===== config.mk =====
export PLATFORM = sky130hd
export DESIGN_NAME = alu_serial_ctrl
export DESIGN_NICKNAME = d
export VERILOG_FILES = /design/src/rtl/alu_serial_ctrl.sv
export SDC_FILE = /design/constraint.sdc
export NUM_CORES = 1
export LEC_CHECK = 0
export CORE_ASPECT_RATIO = 0.75
export CORE_MARGIN = 4
export CORE_UTILIZATION = 53
export CTS_CLUSTER_DIAMETER = 60
export CTS_CLUSTER_SIZE = 8
export DETAILED_ROUTE_END_ITERATION = 10
export PLACE_DENSITY_LB_ADDON = 0.3
export SETUP_SLACK_MARGIN = 0.3
export SYNTH_ARGS = -nofsm -noshare
export SYNTH_HDL_FRONTEND = slang
export SYNTH_SLANG_ARGS = --single-unit

===== constraint.sdc =====
create_clock -name clk -period 2.6 [get_ports clk]
set_clock_uncertainty 0.05 [all_clocks]
set_input_delay 0.26 -clock clk [delete_from_list [all_inputs] [get_ports clk]]
set_output_delay 0.26 -clock clk [all_outputs]
set_load 0.01 [all_outputs]

===== src/rtl/alu_serial_ctrl.sv =====
// Bit-serial sequencer driving one external 1-bit ALU slice.
// Walks operands LSB first, ripples carry and fixes up SLT.
module alu_serial_ctrl #(
  parameter int WIDTH = 8
) (
  input  logic             clk,
  input  logic             rst,
  input  logic             start,
  input  logic [WIDTH-1:0] a,
  input  logic [WIDTH-1:0] b,
  input  logic [2:0]       op_sel,
  output logic             busy,
  output logic             done,
  output logic [WIDTH-1:0] result,
  output logic             cout,
  output logic             overflow,
  output logic             alu_a,
  output logic             alu_b,
  output logic             alu_less,
  output logic             alu_add_sub,
  output logic             alu_cin,
  output logic [1:0]       alu_op,
  input  logic             alu_co,
  input  logic             alu_r
);

  localparam int IW = $clog2(WIDTH);

  localparam logic [IW-1:0] LAST = IW'(WIDTH - 1);

  localparam logic [1:0] S_IDLE = 2'd0;
  localparam logic [1:0] S_RUN  = 2'd1;
  localparam logic [1:0] S_SLT  = 2'd2;
  localparam logic [1:0] S_DONE = 2'd3;

  localparam logic [2:0] OP_AND = 3'b000;
  localparam logic [2:0] OP_OR  = 3'b001;
  localparam logic [2:0] OP_ADD = 3'b010;
  localparam logic [2:0] OP_SUB = 3'b110;
  localparam logic [2:0] OP_SLT = 3'b111;

  logic [1:0]       state_q;
  logic [IW-1:0]    idx_q;
  logic [WIDTH-1:0] a_q;
  logic [WIDTH-1:0] b_q;
  logic [WIDTH-1:0] result_q;
  logic [2:0]       op_q;
  logic             carry_q;
  logic             cout_q;
  logic             ovf_q;
  logic             sum_msb_q;

  logic legal;
  logic arith;
  logic is_slt;
  logic is_last;
  logic accept;

  assign legal = (op_q == OP_AND) || (op_q == OP_OR)
              || (op_q == OP_ADD) || (op_q == OP_SUB)
              || (op_q == OP_SLT);
  assign arith   = legal && op_q[1];
  assign is_slt  = (op_q == OP_SLT);
  assign is_last = (idx_q == LAST);
  assign accept  = start
                && ((state_q == S_IDLE) || (state_q == S_DONE));

  assign busy     = (state_q == S_RUN) || (state_q == S_SLT);
  assign done     = (state_q == S_DONE);
  assign result   = result_q;
  assign cout     = cout_q;
  assign overflow = ovf_q;

  // Slice drive; illegal codes leave the slice idle
  always_comb begin
    alu_a       = 1'b0;
    alu_b       = 1'b0;
    alu_less    = 1'b0;
    alu_add_sub = 1'b0;
    alu_cin     = 1'b0;
    alu_op      = 2'b00;
    unique case (1'b1)
      (state_q == S_RUN) && legal: begin
        alu_a       = a_q[idx_q];
        alu_b       = b_q[idx_q];
        alu_add_sub = op_q[2];
        alu_op      = is_slt ? 2'b10 : op_q[1:0];
        alu_cin     = (idx_q == '0) ? op_q[2] : carry_q;
      end
      (state_q == S_SLT): begin
        alu_op      = 2'b11;
        alu_less    = sum_msb_q ^ ovf_q;
        alu_add_sub = 1'b1;
      end
      default: ;
    endcase
  end

  always_ff @(posedge clk) begin
    if (rst) begin
      state_q   <= S_IDLE;
      idx_q     <= '0;
      a_q       <= '0;
      b_q       <= '0;
      op_q      <= '0;
      result_q  <= '0;
      carry_q   <= 1'b0;
      cout_q    <= 1'b0;
      ovf_q     <= 1'b0;
      sum_msb_q <= 1'b0;
    end else begin
      unique case (state_q)
        S_IDLE, S_DONE: begin
          if (accept) begin
            state_q <= S_RUN;
            a_q     <= a;
            b_q     <= b;
            op_q    <= op_sel;
            idx_q   <= '0;
            carry_q <= 1'b0;
          end else begin
            state_q <= S_IDLE;
          end
        end
        S_RUN: begin
          result_q[idx_q] <= legal ? alu_r : 1'b0;
          carry_q         <= alu_co;
          if (is_last) begin
            cout_q    <= arith ? alu_co : 1'b0;
            ovf_q     <= arith ? (alu_cin ^ alu_co) : 1'b0;
            sum_msb_q <= alu_r;
            state_q   <= is_slt ? S_SLT : S_DONE;
          end else begin
            idx_q <= idx_q + 1'b1;
          end
        end
        S_SLT: begin
          result_q <= {{(WIDTH-1){1'b0}}, alu_r};
          state_q  <= S_DONE;
        end
        default: state_q <= S_IDLE;
      endcase
    end
  end

endmodule

* Yosys cells after proc, flatten, opt, wreduce, memory -nomap -nowiden
Cells that the tools add are included.
** Storage, ports and cells
- Input bits :: 24
- Logic and storage cells :: 74
- Bits in registers :: 36
- Output and inout port bits :: 19
** Operators by class
- Bitwise gates (word level) :: 2
- Add/subtract/negate cells :: 1
- Mux-type cells :: 28
- Reduce and logical (&&, ||, !) cells :: 20
- Order comparisons :: 2
- Eq/ne operators :: 11
** Operators with widths (number)
- case mux 8 bit (2 select lines) :: 1
- 2-to-1 mux 1 bit :: 14
- == test 3 bit (second input constant) :: 3
- bitwise mux 8 bit :: 1
- binary-select mux 1 bit (select 3 bit) :: 2
- zero test 3 bit :: 2
- logical OR 1 bit :: 6
- 2-to-1 mux 3 bit :: 2
- != test 2 bit (second input constant) :: 3
- case mux 2 bit (3 select lines) :: 1
- case mux 3 bit (2 select lines) :: 1
- AND reduction 2 bit :: 3
- == test 2 bit (second input constant) :: 2
- logical AND 1 bit :: 4
- < comparator 3 x 4 -> 1 bit (second input constant) :: 1
- 2-to-1 mux 2 bit :: 2
- case mux 1 bit (2 select lines) :: 2
- case mux 2 bit (2 select lines) :: 1
- nonzero test 2 bit :: 2
- adder 3 x 1 -> 3 bit (second input constant) :: 1
- demux 1 bit (select 3 bit) :: 1
- == test 3 x 1 -> 1 bit (second input constant) :: 1
- == test 3 x 2 -> 1 bit (second input constant) :: 1
- greater-or-equal comparator 3 x 1 -> 1 bit (second input constant) :: 1
- 5 further kinds :: 6

* Longest topological paths before layout
- Word-level depth :: 9
- Mapped depth :: 8
- Depth with buffers taken out :: 6

* Worst setup path after synthesis
No wires, ideal clock.
- Kind :: register to output
- From :: register idx_q[0]
- To :: output port alu_cin
- Stages on the path, launching flop included :: 8
- Path slack :: 0.940 ns
- Required time :: 2.290 ns
- Buffers on the path :: 2
- Arrival time :: 1.350 ns
- Path through :: dfxtp_1 > buf_2 > buf_2 > inv_1 > ha_1 > nor2b_1 > mux2i_1 > nor2_1
** On the way
- Longest elaborated chain between the ends :: 3
** Ends and longest elaborated chain
- start, declared :: RTL line 43 : logic [IW-1:0] idx_q;
- start signal, assigned :: RTL line 134 : idx_q <= idx_q + 1'b1;
- zero test 3 bit :: RTL line 88 : alu_cin = (idx_q == '0) ? op_q[2] : carry_q;
- 2-to-1 mux 1 bit :: RTL line 88
- 2-to-1 mux 1 bit :: RTL line 82 : unique case (1'b1)
- end, declared :: RTL line 21 : output logic alu_cin,
Every way passes these cells.

* Worst setup path in the final report
- From :: register idx_q[0]
- To :: output port alu_b
** On the way
- Longest elaborated chain between the ends :: 3
** Ends and longest elaborated chain
- binary-select mux 1 bit (select 3 bit) :: RTL line 85 : alu_b = b_q[idx_q];
- 2-to-1 mux 1 bit (not written as such) :: RTL line 85
- 2-to-1 mux 1 bit :: RTL line 82
- end, declared :: RTL line 18 : output logic alu_b,
Every way passes these cells. The select of a mux whose other input is x is not followed.

==> impl_metrics.csv <==
group,metric,value,unit
status,status,"complete, no violations",
timing,relSlewSlack,57.9,%
worst_setup_path,cp_max_fo,7,
pwr,peakVddDrop,0.444,mV
worst_setup_path,critical_path_buf_inv_count,2,
detailed_routing,remaining_drc_errors,0,
cells_and_area,syn_to_final_growth,33.1,%
detailed_routing,wl_per_cell,13.9,µm
worst_setup_path,slowest_stage,"clkdlybuf4s50_1",
clocking,cts_hold_buf,0,
cells_and_area,final_common_cell,"nand2_1",
placed_design,place.gp.congestion,0.777,
worst_setup_path,cp-end-kind,"output port",
die,die_y,58.1,µm
detailed_routing,first_pass_iters,4,
clocking,cts_sinks,36,
clocking,cts_buffers,5,
timing,period_needed,2220,ps
clocking,insertion_delay,290,ps
detailed_routing,ant_nets,0,
timing,setup_slack,382,ps
timing,fin_setup_tns,0,ps
synthesis,ys_seq_elements,36,
worst_setup_path,crit_arrival,1910,ps
worst_setup_path,path_class,"reg2out",
synthesis,syn_nets,251,
synthesis,synthCells,221,
synthesis,yosysTopAreaCell,"dfxtp_1",
min_path,hold_class,"reg2reg",
clocking,cts_max_path_buffers,2,
cells_and_area,final_util,77.2,%
clocking,cts_root_buf,"clkbuf_8",
die,die_x,74.8,µm
worst_setup_path,cp_cell_sequence,"buf_4 > mux2i_1 > a22o_1 > nor3_2 > clkdlybuf4s50_1",
synthesis,synth_area_leaders,"dfxtp_1 41%, a21oi_1 9.9%, nand2_1 8.9%, mux2i_1 4.5%, ha_1 4.2%",
clocking,cts-htree-levels,2,
die,io_pins,43,
cells_and_area,n_antenna_cell,0,
clocking,cts.clk_slew.worst_paths,70,ps
grt,overflow,0,
timing,final_hold_viol_count,0,
flow_run,maxCapViolCount,0,
die,core,3060,µm²
die,dieArea,4350,µm²
pwr,cellPowerDensity,773,nW/µm²
grt,groute.usage.overall,20.2,%
placed_design,dpl_cell_area,2180,µm²
die,row_count,17,
cells_and_area,fin_cells,302,
worst_setup_path,cpLargestDelayFamily,"buffers and inverters",
detailed_routing,drt-total-wl,4.19,mm
pwr,p_leak,0.906,nW
timing,finalHoldWorstSlack,407,ps
placed_design,port_buffers,42,
timing,finalCritPeriodShare,85.3,%
detailed_routing,drt_iter0_drc,110,
grt,antenna_found_initial,0,
worst_setup_path,startpoint_type,"flip-flop",
placed_design,dpl.cell_count,286,
timing,worst_slew_pin_slew,630,ps
timing,slew_viol_final,0,
die,initial_utilization,58.0,%
detailed_routing,avgViaCountPerCell,5.52,
grt,grt_pass1_vias,1489,
worst_setup_path,cp_data_required_time,2290,ps
timing,fmax,451,MHz
detailed_routing,dr_total_vias,1668,
synthesis,avgSynthCellArea,8.03,µm²
synthesis,ys_types,38,
synthesis,yosysWarnings,0,
pwr,power,1.83,mW
cells_and_area,postLayoutCellArea,2360,µm²
placed_design,hpwl,2.80,mm
worst_setup_path,critPathMaxStageDelay,570,ps
timing,rsz0062_at_grt,"no",
clocking,cts_tree,"built",
synthesis,post-synth-top-area-fraction,40.6,%
cells_and_area,nNetsFinal,293,
timing,setup_violations,0,
placed_design,dp_slack,284,ps
synthesis,ys_seq_area_share,40.6,%
grt,grt_max_degree,27,
synthesis,synthesis.area,1780,µm²
cells_and_area,final_layout_size_suffix_gt1_share,11.7,%
grt,grt_pass1_wl,6.64,mm
cells_and_area,layout_common_cells,"42 x nand2_1, 41 x clkdlybuf4s50_1, 35 x a21oi_1",
-- per-layer routing --
metal | vias to the layer above | track usage (%) | share of wire [%]
li1 | 845 | - | -
met1 | 767 | 27.0 | 49
met2 | 46 | 29.4 | 44
met3 | 10 | 5.37 | 5.3
met4 | 0 | 10.9 | 2.0
met5 | - | 0 | 0
-- where the power goes --
part | switching [mW] | internal (mW) | total (mW) | leakage [nW]
clock network | 0.198 | 0.215 | 0.413 | 0.0445
registers | 0.0676 | 0.639 | 0.707 | 0.296
logic | 0.390 | 0.318 | 0.708 | 0.565
-- final timing paths --
kind,startpoint,end,slack (ps),depth (start not counted)
max,idx_q[0],alu_b,380,5
min,b_q[5],b_q[5],410,2
max reg2reg,state_q[0],op_q[0],650,5
min reg2reg,b_q[5],b_q[5],410,2
-- tightest hold or removal path: cells and delay by family, from the launching register on --
kind	cells	cell delay, ps
AOI/OAI and AO/OA	1	50
and+or+nand+nor	1	50
DFF	1	310
-- cell usage after synthesis --
library cell / number
and3b_1: 1
a32oi_1: 1
a21oi_1: 35
o21bai_1: 1
and2_1: 2
nor2_1: 12
a211oi_1: 1
or4b_1: 1
nand4bb_1: 1
and2b_1: 1
a31oi_1: 1
a22oi_1: 3
nor2b_1: 4
o211a_1: 1
o2111ai_1: 1
ha_1: 6
o21ai_0: 8
xor2_1: 1
buf_2: 9
mux4_2: 2
nand4_1: 1
inv_1: 7
nor3b_1: 2
nand2_1: 42
and4_1: 1
nand3_1: 11
nand3b_1: 1
nor2_2: 1
dfxtp_1: 36
a31o_2: 2
nor3_1: 1
mux2i_1: 8
a32o_1: 1
clkbuf_2: 1
clkbuf_1: 7
nand2b_1: 5
a22o_1: 1
o211ai_1: 1
-- kinds of logic (layout without fill, tap and decap cells) --
family | Yosys count | count (layout) | share of synthesized area (%)
compound gates | 57 | 57 | 18.6
xor+xnor | 1 | 1 | 0.493
fa+ha+maj | 6 | 6 | 4.23
buf+inv | 24 | 67 | 5.78
flops | 36 | 36 | 40.6
mux | 10 | 10 | 7.05
simple gates | 87 | 87 | 23.3
-- state kept, by name (all words and copies together), names as in the netlist, 2 cells and up --
register / cells
a_q: 8
b_q: 8
result: 8
idx_q: 3
op_q: 3
state_q: 2
-- area by class of cell --
| class | count | area (µm²) |
|---|---|---|
| clock buffers | 7 | 86.3 |
| clock inverters | 1 | 7.51 |
| fillers | 229 | 699 |
| inverters | 7 | 26.3 |
| multi-input cells | 161 | 968 |
| flip-flops and latches | 36 | 732 |
| well taps | 38 | 47.5 |
| repair buffers | 52 | 495 |
-- what timing repair did --
item,in CTS,in global routing
setup endpoints to repair,3,8
endpoints found under the hold margin,0,0
setup buffers,0,8
gates resized for setup,6,6
gates cloned,0,0
(Power assumes the default switching activity.)
